$ cat src/rtl/lsu_ctrl_pkg.sv
// Shared pipeline definitions: ALU op codes, memory op codes, access sizes and LSU state encodings.
`default_nettype none

package lsu_ctrl_pkg;

    localparam logic [3:0] OP_ADD = 4'd0;
    localparam logic [3:0] OP_SUB = 4'd1;
    localparam logic [3:0] OP_AND = 4'd2;
    localparam logic [3:0] OP_OR  = 4'd3;

    localparam logic [3:0] MEM_OP_LD_B  = 4'd0;
    localparam logic [3:0] MEM_OP_LD_H  = 4'd1;
    localparam logic [3:0] MEM_OP_LD_W  = 4'd2;
    localparam logic [3:0] MEM_OP_LD_BU = 4'd3;
    localparam logic [3:0] MEM_OP_LD_HU = 4'd4;
    localparam logic [3:0] MEM_OP_ST_B  = 4'd5;
    localparam logic [3:0] MEM_OP_ST_H  = 4'd6;
    localparam logic [3:0] MEM_OP_ST_W  = 4'd7;
    localparam logic [3:0] MEM_OP_LL_W  = 4'd8;
    localparam logic [3:0] MEM_OP_SC_W  = 4'd9;

    localparam logic [1:0] SIZE_B = 2'd0;
    localparam logic [1:0] SIZE_H = 2'd1;
    localparam logic [1:0] SIZE_W = 2'd2;

    localparam logic [2:0] S_IDLE = 3'd0;
    localparam logic [2:0] S_REQ  = 3'd1;
    localparam logic [2:0] S_WAIT = 3'd2;
    localparam logic [2:0] S_DROP = 3'd3;
    localparam logic [2:0] S_RESP = 3'd4;

    function automatic logic [1:0] mem_op_size(input logic [3:0] op);
        case (op)
            MEM_OP_LD_B, MEM_OP_LD_BU, MEM_OP_ST_B: mem_op_size = SIZE_B;
            MEM_OP_LD_H, MEM_OP_LD_HU, MEM_OP_ST_H: mem_op_size = SIZE_H;
            default:                                mem_op_size = SIZE_W;
        endcase
    endfunction

    function automatic logic mem_op_is_store(input logic [3:0] op);
        mem_op_is_store = (op == MEM_OP_ST_B) || (op == MEM_OP_ST_H) ||
                          (op == MEM_OP_ST_W) || (op == MEM_OP_SC_W);
    endfunction

endpackage

`default_nettype wire

$ cat src/rtl/lsu_ctrl_load_align.sv
// lsu_load_align: shifts the returned word down to the accessed lane and extends it per load type.
`default_nettype none

module lsu_load_align
    import lsu_ctrl_pkg::*;
(
    input  logic [3:0]  mem_op,
    input  logic [1:0]  addr_lo,
    input  logic [31:0] rdata,
    output logic [31:0] load_data
);

    logic [31:0] w_shifted;

    always_comb begin
        w_shifted = rdata >> {addr_lo, 3'b000};
        case (mem_op)
            MEM_OP_LD_B:  load_data = {{24{w_shifted[7]}}, w_shifted[7:0]};
            MEM_OP_LD_BU: load_data = {24'd0, w_shifted[7:0]};
            MEM_OP_LD_H:  load_data = {{16{w_shifted[15]}}, w_shifted[15:0]};
            MEM_OP_LD_HU: load_data = {16'd0, w_shifted[15:0]};
            default:      load_data = w_shifted;
        endcase
    end

endmodule

`default_nettype wire

$ cat src/rtl/lsu_ctrl.sv
// lsu_ctrl: single-outstanding load/store unit driving an SRAM-like bus, with LL/SC llbit tracking.
// Optional alignment exceptions are enabled by defining LSU_ALE_CHECK_EN.
`default_nettype none

module lsu_ctrl
    import lsu_ctrl_pkg::*;
(
    input  logic        clk,
    input  logic        reset,
    input  logic        in_valid,
    output logic        in_ready,
    input  logic [3:0]  in_mem_op,
    input  logic [31:0] in_addr,
    input  logic [31:0] in_wdata,
    input  logic        flush,
    input  logic        llbit_clr,
    output logic        data_sram_req,
    output logic        data_sram_wr,
    output logic [1:0]  data_sram_size,
    output logic [31:0] data_sram_addr,
    output logic [3:0]  data_sram_wstrb,
    output logic [31:0] data_sram_wdata,
    input  logic        data_sram_addr_ok,
    input  logic        data_sram_data_ok,
    input  logic [31:0] data_sram_rdata,
    output logic        out_valid,
    input  logic        out_ready,
    output logic [31:0] out_rdata,
    output logic        out_ale,
    output logic [31:0] out_badv
);

    logic [2:0]  state_q, state_d;
    logic [3:0]  op_q, op_d;
    logic [31:0] addr_q, addr_d;
    logic [31:0] wdata_q, wdata_d;
    logic [31:0] rdata_q, rdata_d;
    logic        llbit_q, llbit_d;

    logic        w_accept;
    logic        w_ale;
    logic        w_sc_fail;
    logic [1:0]  w_in_size;
    logic [31:0] w_req_addr;
    logic [31:0] w_load_data;
    logic        w_data_done;

    assign w_accept    = in_valid && (state_q == S_IDLE) && !flush;
    assign w_in_size   = mem_op_size(in_mem_op);
    assign w_sc_fail   = (in_mem_op == MEM_OP_SC_W) && !llbit_q;
    assign w_data_done = (state_q == S_WAIT) && data_sram_data_ok && !flush;

`ifdef LSU_ALE_CHECK_EN
    logic ale_q, ale_d;

    assign w_ale      = ((w_in_size == SIZE_H) && in_addr[0]) ||
                        ((w_in_size == SIZE_W) && (in_addr[1:0] != 2'b00));
    assign w_req_addr = in_addr;
    assign out_ale    = (state_q == S_RESP) && ale_q;
    assign out_badv   = out_ale ? addr_q : 32'd0;
`else
    // Without exception reporting, misaligned accesses are silently rounded down to the access size.
    assign w_ale      = 1'b0;
    assign w_req_addr = {in_addr[31:2],
                         (w_in_size == SIZE_W) ? 2'b00 :
                         (w_in_size == SIZE_H) ? {in_addr[1], 1'b0} : in_addr[1:0]};
    assign out_ale    = 1'b0;
    assign out_badv   = 32'd0;
`endif

    lsu_load_align u_load_align (
        .mem_op    (op_q),
        .addr_lo   (addr_q[1:0]),
        .rdata     (data_sram_rdata),
        .load_data (w_load_data)
    );

    always_ff @(posedge clk) begin
        if (reset) begin
            state_q <= S_IDLE;
            op_q    <= 4'd0;
            addr_q  <= 32'd0;
            wdata_q <= 32'd0;
            rdata_q <= 32'd0;
            llbit_q <= 1'b0;
        end else begin
            state_q <= state_d;
            op_q    <= op_d;
            addr_q  <= addr_d;
            wdata_q <= wdata_d;
            rdata_q <= rdata_d;
            llbit_q <= llbit_d;
        end
    end

`ifdef LSU_ALE_CHECK_EN
    always_comb begin
        ale_d = ale_q;
        if (w_accept) begin
            ale_d = w_ale;
        end
    end

    always_ff @(posedge clk) begin
        if (reset) begin
            ale_q <= 1'b0;
        end else begin
            ale_q <= ale_d;
        end
    end
`endif

    always_comb begin
        state_d = state_q;
        case (state_q)
            S_IDLE: if (w_accept) state_d = (w_ale || w_sc_fail) ? S_RESP : S_REQ;
            S_REQ: begin
                if (flush) begin
                    state_d = data_sram_addr_ok ? S_DROP : S_IDLE;
                end else if (data_sram_addr_ok) begin
                    state_d = S_WAIT;
                end
            end
            // A flush coinciding with data_ok has nothing left to drain.
            S_WAIT: begin
                if (flush) begin
                    state_d = data_sram_data_ok ? S_IDLE : S_DROP;
                end else if (data_sram_data_ok) begin
                    state_d = S_RESP;
                end
            end
            S_DROP: if (data_sram_data_ok) state_d = S_IDLE;
            S_RESP: if (flush || out_ready) state_d = S_IDLE;
            default: state_d = S_IDLE;
        endcase
    end

    always_comb begin
        op_d    = op_q;
        addr_d  = addr_q;
        wdata_d = wdata_q;
        rdata_d = rdata_q;
        llbit_d = llbit_q;
        if (w_accept) begin
            op_d    = in_mem_op;
            addr_d  = w_req_addr;
            wdata_d = in_wdata;
            rdata_d = 32'd0;
        end
        if (w_data_done) begin
            if (op_q == MEM_OP_LL_W) llbit_d = 1'b1;
            if (op_q == MEM_OP_SC_W) llbit_d = 1'b0;
            if (op_q == MEM_OP_SC_W) begin
                rdata_d = 32'd1;
            end else if (mem_op_is_store(op_q)) begin
                rdata_d = 32'd0;
            end else begin
                rdata_d = w_load_data;
            end
        end
        if (llbit_clr) begin
            llbit_d = 1'b0;
        end
    end

    always_comb begin
        in_ready        = (state_q == S_IDLE);
        data_sram_req   = (state_q == S_REQ);
        out_valid       = (state_q == S_RESP);
        out_rdata       = out_valid ? rdata_q : 32'd0;
        data_sram_wr    = 1'b0;
        data_sram_size  = 2'd0;
        data_sram_addr  = 32'd0;
        data_sram_wstrb = 4'd0;
        data_sram_wdata = 32'd0;
        if (state_q == S_REQ) begin
            data_sram_wr   = mem_op_is_store(op_q);
            data_sram_size = mem_op_size(op_q);
            data_sram_addr = addr_q;
            case (mem_op_size(op_q))
                SIZE_B: begin
                    data_sram_wstrb = 4'b0001 << addr_q[1:0];
                    data_sram_wdata = {4{wdata_q[7:0]}};
                end
                SIZE_H: begin
                    data_sram_wstrb = 4'b0011 << addr_q[1:0];
                    data_sram_wdata = {2{wdata_q[15:0]}};
                end
                default: begin
                    data_sram_wstrb = 4'b1111;
                    data_sram_wdata = wdata_q;
                end
            endcase
            if (!mem_op_is_store(op_q)) begin
                data_sram_wstrb = 4'd0;
            end
        end
    end

endmodule

`default_nettype wire

$ cat config.mk
export PLATFORM = sky130hd
export DESIGN_NAME = lsu_ctrl
export DESIGN_NICKNAME = d
export VERILOG_FILES = /design/src/rtl/lsu_ctrl_pkg.sv /design/src/rtl/lsu_ctrl_load_align.sv /design/src/rtl/lsu_ctrl.sv
export SDC_FILE = /design/constraint.sdc
export NUM_CORES = 1
export LEC_CHECK = 0
export CAP_MARGIN = 20
export CORE_AREA = 4 4 131 108
export DETAILED_ROUTE_END_ITERATION = 8
export DIE_AREA = 0 0 135 112
export PLACE_DENSITY_LB_ADDON = 0.25
export SLEW_MARGIN = 20
export SYNTH_ARGS = -nofsm -noshare
export SYNTH_HDL_FRONTEND = slang
export SYNTH_SLANG_ARGS = --single-unit
$ cat constraint.sdc
create_clock -name clk -period 2.5 [get_ports clk]
set_input_delay 0.25 -clock clk [delete_from_list [all_inputs] [get_ports clk]]
set_output_delay 0.25 -clock clk [all_outputs]
set_load 0.01 [all_outputs]
# Word-level counts from Yosys, hierarchy flattened
# Index checks and enable logic that the tools add are counted.
word_totals:
  elab_cells: 91
  mem_count: 0
  rom_bits: 0
  regBits: 104
  input_bits: 108
  out_inout_bits: 139
  mem_bits_rw: 0
  latchBits: 0
classes:
  multipliers: 0
  mux: 32
  reduce_logical: 24
  n_div: 0
  order_cmp: 0
  n_bitwise: 0
  shift: 3
  addsub: 0
  eq_ne: 26
ops:
  columns: ["cell", "count"]
  rows:
  - ["32-bit two-way mux", 7]
  - ["32-bit case mux with 4 select lines", 1]
  - ["32-bit case mux with 2 select lines", 1]
  - ["32-bit by 5-bit right shift with 32-bit output", 1]
  - ["4-bit by 3-bit equality test with 1-bit output (second input constant)", 7]
  - ["3-bit two-way mux", 8]
  - ["3-bit case mux with 5 select lines", 1]
  - ["4-bit equality test (second input constant)", 3]
  - ["3-bit OR reduction", 4]
  - ["2-bit two-way mux", 5]
  - ["4-bit by 1-bit equality test with 1-bit output (second input constant)", 2]
  - ["4-bit by 2-bit equality test with 1-bit output (second input constant)", 2]
  - ["4-bit zero test", 2]
  - ["4-bit two-way mux", 2]
  - ["2-bit case mux with 2 select lines", 2]
  - ["4-bit case mux with 2 select lines", 1]
  - ["3-bit by 2-bit equality test with 1-bit output (second input constant)", 2]
  - ["1-bit logical AND", 5]
  - ["5-bit AND reduction", 1]
  - ["2-bit by 1-bit equality test with 1-bit output (second input constant)", 2]
  - ["1-bit logical OR", 4]
  - ["1-bit two-way mux", 4]
  - ["2-bit by 1-bit != test with 1-bit output (second input constant)", 2]
  - ["2-bit nonzero test", 2]
  - ["13 further kinds", 14]

# Logic depth before layout (Yosys ltp)
# Gate-level depths: netlist of the first run.
logic_depth:
  word_depth: 8
  ltp_mapped: 9
  depth_no_buf: 5

# Modules after synthesis
# From an unflattened synthesis of the first run, not the netlist that was laid out.
unflattened:
  cells_unflattened: 748
  area_unflattened_um2: 5758.0
modules_own_cells:
  columns: ["module", "n_inst", "cells_each", "seq_area_each_um2", "area_per_inst_um2"]
  rows:
  - ["lsu_ctrl", 1, 642, 2082.0, 4976.0]
  - ["lsu_load_align", 1, 106, 0.0, 782.0]

# Worst setup path after synthesis of the first run
# OpenSTA, ideal clock, no wires.
synth_path:
  path_type: "flip-flop to output port"
  start: "reg op_q[0]"
  end: "out data_sram_wdata[24]"
  required_ns: 2.250
  path_slack_ns: 0.732
  arrival_time_ns: 1.518
  path_buffers: 2
  stages_incl_launch_ff: 7
  cell_sequence: "dfxtp_1 > buf_2 > or3b_2 > a21o_1 > clkbuf_1 > o22ai_1 > nor3_1"
synth_via:
  elab_chain_len: 7
  word_cells_on_any_way: 14
  classes_between: "eq/ne (6); mux (4); reduce/logical (4)"
synth_rtl:
  columns: ["item", "line_no", "rtl"]
  rows:
  - ["from (decl)", "lsu_ctrl.sv:34", "logic [3:0] op_q, op_d;"]
  - ["from (signal assigned)", "lsu_ctrl.sv:88", "op_q <= op_d;"]
  - ["4-bit by 3-bit equality test with 1-bit output (tied with other cells)", "lsu_ctrl_pkg.sv:33", "case (op)"]
  - ["3-bit OR reduction", "lsu_ctrl_pkg.sv:33", null]
  - ["2-bit case mux with 2 select lines *", "lsu_ctrl_pkg.sv:33", null]
  - ["2-bit two-way mux *", "lsu_ctrl.sv:176", "if (state_q == S_REQ) begin"]
  - ["2-bit by 1-bit equality test with 1-bit output / 2-bit zero test (equally long branches)", "lsu_ctrl.sv:180", "case (mem_op_size(op_q))"]
  - ["32-bit case mux with 2 select lines *", "lsu_ctrl.sv:180", null]
  - ["32-bit two-way mux *", "lsu_ctrl.sv:176", null]
  - ["to (decl)", "lsu_ctrl.sv:22", "output logic [31:0] data_sram_wdata,"]
# Mark *: on every way between the ends. The rest lies on a longest branch, timed or not. The select of a mux whose other input is x is not followed.

# Worst setup path in the final report of the first run
layout_path:
  start: "reg op_q[0]"
  end: "out data_sram_wdata[16]"
# Same word-level chain as after synthesis.

==> impl_metrics.csv, run 1 <==
group,metric,value,unit
status,status,"complete, no violations",
placed_design,placed_area,8120,um2
cts,cts_tree,"yes",
cts,cts.path.max_buffers,2,
sta,post-route-min-period,2.43,ns
power,p_sw,0.00125,W
power,pwr-share-comb,0.233,
critical_path,start_kind,"register",
cells_and_area,fillers,1130,
cells_and_area,area_growth,43.8,%
route,vias_per_cell,5.17,
floorplan,row_count,37,
floorplan,die_height,112,um
placed_design,dp_slack,0.239,ns
sta,setup_slack,0.0739,ns
yosys,syn_area,5920,um2
critical_path,crit_path_end_kind,"primary output",
power,ir_worst_vdd,0.000336,V
yosys,synthCells,776,
power,p_seq_frac,0.429,
yosys,ys.flop_type,"dfxtp_1",
critical_path,cpMaxStageDelayCell,"clkdlybuf4s50_1",
route,drtPass1Iterations,4,
sta,fmax,0.412,GHz
floorplan,die_w,135,um
global_routing,gr-total-overflow,0,
critical_path,cp_cell_sequence,"nand2b_1 > a31oi_4 > buf_12 > mux2i_1 > nor2_1 > clkdlybuf4s50_1",
worst_hold_path,holdCritPathClass,"input port to register",
sta,slew_violations,0,
sta,period_share,0.970,
cells_and_area,nets,1076,
sta,fin_worst_skew,0.00852,ns
yosys,yosys_warnings,0,
global_routing,antenna_found_initial,0,
critical_path,max_stage_delay,0.58,ns
global_routing,grt_first_pass_wirelength,29.8,mm
route,ant_nets,0,
critical_path,cp.required,2.25,ns
critical_path,arrival,2.18,ns
power,p_leak,3.30,nW
placed_design,gp_congestion,0.901,
floorplan,start_util,0.465,
yosys,yosys-top-cells-count,"166 x nand2_1, 104 x dfxtp_1, 94 x a21oi_1",
cts,ctsHtreeMaxLevel,3,
placed_design,io_buffer_count,213,
sta,hold_ws,0.418,ns
cells_and_area,final_cell_area,8520,um2
yosys,synth_edf_count,0,
global_routing,grt_max_degree,69,
flow_run,cap_violations,0,
power,intPower,0.00290,W
route,vias,5940,
cells_and_area,layout-drive-gt1-share,0.0915,
cts,clk_latency,0.35,ns
floorplan,io_pins,247,
yosys,synth_async_sr_flop_share,0,
sta,hold_violations,0,
critical_path,path_class,"register to primary output",
floorplan,coreArea,12700,um2
floorplan,die_area,15100,um2
global_routing,grt_pass1_vias,5716,
global_routing,globalRouteTotalUtil,0.242,
yosys,synth_largest_area_cell,"dfxtp_1",
yosys,yosysMostFrequentCell,"nand2_1",
cts,clkTransAtPathRegs,0.08,ns
cts,root_buffer,"clkbuf_16",
sta,setup_viol,0,
critical_path,crit_fanout,11,
power,p_total,0.00415,W
yosys,synth_seq_area_share,0.352,
route,finalWirelength,19.0,mm
power,switching_share,0.302,
power,power_density,487,nW/um2
yosys,synth.area.top_cells,"dfxtp_1 35%, nand2_1 11%, a21oi_1 7.9%",
cts,cts.sinks,104,
yosys,synth_top_area_frac,0.352,
yosys,syn_area_per_cell,7.63,um2
sta,worstMarginPinSlew,0.654,ns
cells_and_area,num_antenna_cells,0,
route,wl_per_cell,16.6,um
cts,cts_buffers,9,
yosys,synth_seq_cells,104,
route,drc,0,
cells_and_area,final_util,0.669,
placed_design,dp_hpwl,13.6,mm
route,dr.first_iter.drc_count,437,
sta,slew-limit-headroom,0.564,
yosys,synth.distinct_cells,58,
cts,cts_hold_buf,0,
power,clkPwrFrac,0.338,
## sequential cells by signal, summed over array words and instances, names as in the netlist
register / count
state_q: 3
op_q: 4
llbit_q: 1
rdata_q: 32
wdata_q: 32
addr_q: 32
## placed cells by master, fill, tap and decap left out, drive strengths merged, types with 11 or more instances in the layout
cell type,n
clkbuf,12
and2,74
o31ai,17
nor2,39
mux2i,37
conb,33
o21ai,20
clkdlybuf4s50,198
buf,32
dlymetal6s2s,11
nand2,166
a21oi,95
dfxtp,104
nor3,22
inv,11
## power by group through the flow
stage	combinational, W	sequential [W]	clock [W]
2_1_floorplan	0.000573	0.00179	0
6_report	0.000967	0.00178	0.00140
4_1_cts	0.000945	0.00178	0.00142
5_1_grt	0.00105	0.00179	0.00149
3_5_place_dp	0.000938	0.00182	0
3_3_place_gp	0.000931	0.00181	0
## final timing paths
check	from	end	slack (ns)	cells after the start
worst max-delay path	op_q[0]	data_sram_wdata[16]	0.07	6
worst min-delay path	reset	rdata_q[6]	0.42	2
worst max register to register	op_q[0]	rdata_q[27]	0.48	6
worst min register to register	rdata_q[24]	rdata_q[24]	0.44	2
## per-layer routing
layer | GRT usage | vias up | wire (um)
li1 | - | 2933 | -
met1 | 0.312 | 2743 | 8210
met2 | 0.383 | 236 | 8570
met3 | 0.0944 | 28 | 1910
met4 | 0.0584 | 0 | 348
met5 | 0 | - | 0
## cell type report
| cell class | instances | area (um2) | share of cell area |
|---|---|---|---|
| Clock buffer | 11 | 243 | 0.0285 |
| Multi-Input combinational cell | 600 | 3430 | 0.403 |
| Clock inverter | 5 | 45.0 | 0.00529 |
| Tap cell | 175 | 219 | 0.0257 |
| Inverter | 8 | 31.3 | 0.00367 |
| Sequential cell | 104 | 2090 | 0.245 |
| Timing Repair Buffer | 245 | 2460 | 0.289 |
## cells by family (layout without fill, tap and decap cells)
logic type             Yosys count  after routing  share of synthesized area
AND/OR/NAND/NOR                344            344                      0.277
AO/OA/AOI/OAI                  180            180                      0.197
flip-flops                     104            104                      0.352
buffers and inverters          104            269                     0.0987
multiplexers                    40             40                     0.0701
XOR/XNOR                         3              3                    0.00444
other                            1             33                   0.000633
## worst max-delay path, delay by kind of cell (launching register included)
| kind | cells | cell delay, ns |
|---|---|---|
| AO/OA/AOI/OAI | 1 | 0.23 |
| AND/OR/NAND/NOR | 2 | 0.40 |
| flip-flops | 1 | 0.38 |
| buffers and inverters | 2 | 0.76 |
| multiplexers | 1 | 0.08 |
## through the flow
step / instances / TNS, ns
final: 1148 / 0
after global placement: 1130 / 0
after CTS: 1146 / -0.0233
after global routing: 1148 / -0.00902
after floorplan: 808 / 0
after detailed placement: 1130 / 0
## what timing repair did
action | in CTS | in global routing
cloned | 0 | 1
setup endpoints to repair | 16 | 55
buffers inserted | 0 | 1
pin swaps | 0 | 1
gates resized for setup | 10 | 19
Note: power is estimated with default switching activity, not from simulation.
==> inputs of run 2 (changes only) <==
--- a/config.mk
+++ b/config.mk
@@ -6,9 +6,10 @@
 export NUM_CORES = 1
 export LEC_CHECK = 0
 export CAP_MARGIN = 20
-export CORE_AREA = 4 4 131 108
+export CORE_AREA = 4 4 84 165
+export CTS_BUF_LIST = sky130_fd_sc_hd__clkbuf_4 sky130_fd_sc_hd__clkbuf_8
 export DETAILED_ROUTE_END_ITERATION = 8
-export DIE_AREA = 0 0 135 112
+export DIE_AREA = 0 0 88 169
 export PLACE_DENSITY_LB_ADDON = 0.25
 export SLEW_MARGIN = 20
 export SYNTH_ARGS = -nofsm -noshare
==> impl_metrics.csv, run 2 (synthesis gave the netlist of run 1 again) <==
group,metric,value,unit
critical_path,path_class,"register to primary output",
cts,ctsHtreeMaxLevel,3,
critical_path,cp.required,2.25,ns
sta,slew_violations,0,
sta,hold_violations,0,
cells_and_area,layout_commonest_cell,"clkdlybuf4s50_1",
floorplan,die_area,14900,um2
cells_and_area,nets,1074,
flow_run,cap_violations,0,
floorplan,start_util,0.472,
status,status,"complete, no violations",
global_routing,grt_max_degree,69,
route,vias_per_cell,5.25,
global_routing,antenna_found_initial,1,
critical_path,start_kind,"register",
route,drc,0,
critical_path,crit_fanout,7,
critical_path,crit_path_end_kind,"primary output",
cells_and_area,reg.largest.list,"addr_q (32), rdata_q (32), wdata_q (32)",
cts,clk_latency,0.37,ns
cts,root_buffer,"clkbuf_8",
route,finalWirelength,19.2,mm
placed_design,dp_hpwl,14.5,mm
floorplan,coreArea,12600,um2
global_routing,grt_first_pass_wirelength,29.8,mm
global_routing,grt_pass1_vias,5798,
sta,hold_ws,0.364,ns
route,wl_per_cell,17.1,um
placed_design,dp_slack,0.208,ns
sta,fmax,0.416,GHz
cells_and_area,area_growth,41.8,%
cells_and_area,layout-drive-gt1-share,0.0927,
cts,cts_tree,"yes",
global_routing,gr-total-overflow,0,
cts,cts.path.max_buffers,2,
cts,clkTransAtPathRegs,0.11,ns
global_routing,globalRouteTotalUtil,0.256,
sta,setup_viol,0,
route,ant_nets,0,
sta,setup_slack,0.0951,ns
sta,fin_worst_skew,0.0125,ns
cts,cts_hold_buf,0,
floorplan,die_w,88,um
route,vias,5889,
route,dr.first_iter.drc_count,239,
power,p_leak,3.22,nW
sta,setup_tns,0,ns
floorplan,io_pins,247,
floorplan,die_height,169,um
worst_hold_path,holdCritPathClass,"input port to register",
placed_design,io_buffer_count,213,
sta,post-route-min-period,2.40,ns
route,drtPass1Iterations,6,
cts,cts.sinks,104,
sta,period_share,0.962,
power,ir_worst_vdd,0.000389,V
cells_and_area,layout_common_cells,"198 x clkdlybuf4s50_1, 165 x nand2_1, 99 x dfxtp_1",
cells_and_area,fillers,1094,
floorplan,row_count,58,
critical_path,arrival,2.15,ns
power,power_density,455,nW/um2
placed_design,gp_congestion,0.922,
sta,slew-limit-headroom,0.571,
sta,worstMarginPinSlew,0.644,ns
cts,cts_buffers,9,
run 2: report_power, final:
group | switching (W) | leakage, nW | total (W) | internal [W]
clock | 0.000612 | 0.100 | 0.00108 | 0.000472
sequential | 0.0000576 | 0.848 | 0.00178 | 0.00172
combinational | 0.000508 | 2.27 | 0.000956 | 0.000448
total | 0.00118 | 3.22 | 0.00382 | 0.00264
run 2: layer usage:
layer	global-route usage	vias up	share of wire	wire length, um
met5	0	-	0	0
li1	-	2936	-	-
met2	0.469	223	0.54	10500
met1	0.261	2685	0.34	6480
met4	0.124	0	0.041	792
met3	0.0648	45	0.077	1470
run 2: worst max-delay path: stages (launching register included):
cell	delay, ns
dfxtp_4	0.38
buf_4	0.16
or2_4	0.27
a32oi_4	0.24
nand2b_2	0.21
inv_1	0.05
clkdlybuf4s50_1	0.47
run 2: repair_timing:
action / in CTS / in global routing
pin swaps: 2 / 1
buffers inserted: 2 / 0
gates resized for setup: 14 / 19
cloned: 0 / 0
setup endpoints to repair: 32 / 56
run 2: worst paths after layout:
| kind | from | end | slack [ns] | cells past startpoint |
|---|---|---|---|---|
| min | reset | rdata_q[5] | 0.36 | 2 |
| min reg2reg | addr_q[5] | addr_q[5] | 0.45 | 2 |
| max | op_q[0] | data_sram_wr | 0.1 | 6 |
| max reg2reg | op_q[0] | rdata_q[19] | 0.48 | 6 |
run 2: cell type report:
class | count | area, um2 | share of cell area
Tap cell | 150 | 188 | 0.0223
Clock inverter | 7 | 77.6 | 0.00924
Clock buffer | 9 | 124 | 0.0147
Sequential cell | 104 | 2090 | 0.249
Timing Repair Buffer | 243 | 2450 | 0.291
Inverter | 8 | 31.3 | 0.00372
Antenna cell | 1 | 2.50 | 0.000298
Multi-Input combinational cell | 600 | 3430 | 0.409
run 2: stage by stage:
stage,instance area (um2),util,instances,total power [W]
finish,8400,0.669,1122,0.00382
global route,8400,0.669,1122,0.00400
CTS,8340,0.664,1121,0.00385
detailed placement,8090,0.644,1103,0.00275
global placement,8090,0.644,1103,0.00274
floorplan,6040,-,808,0.00236
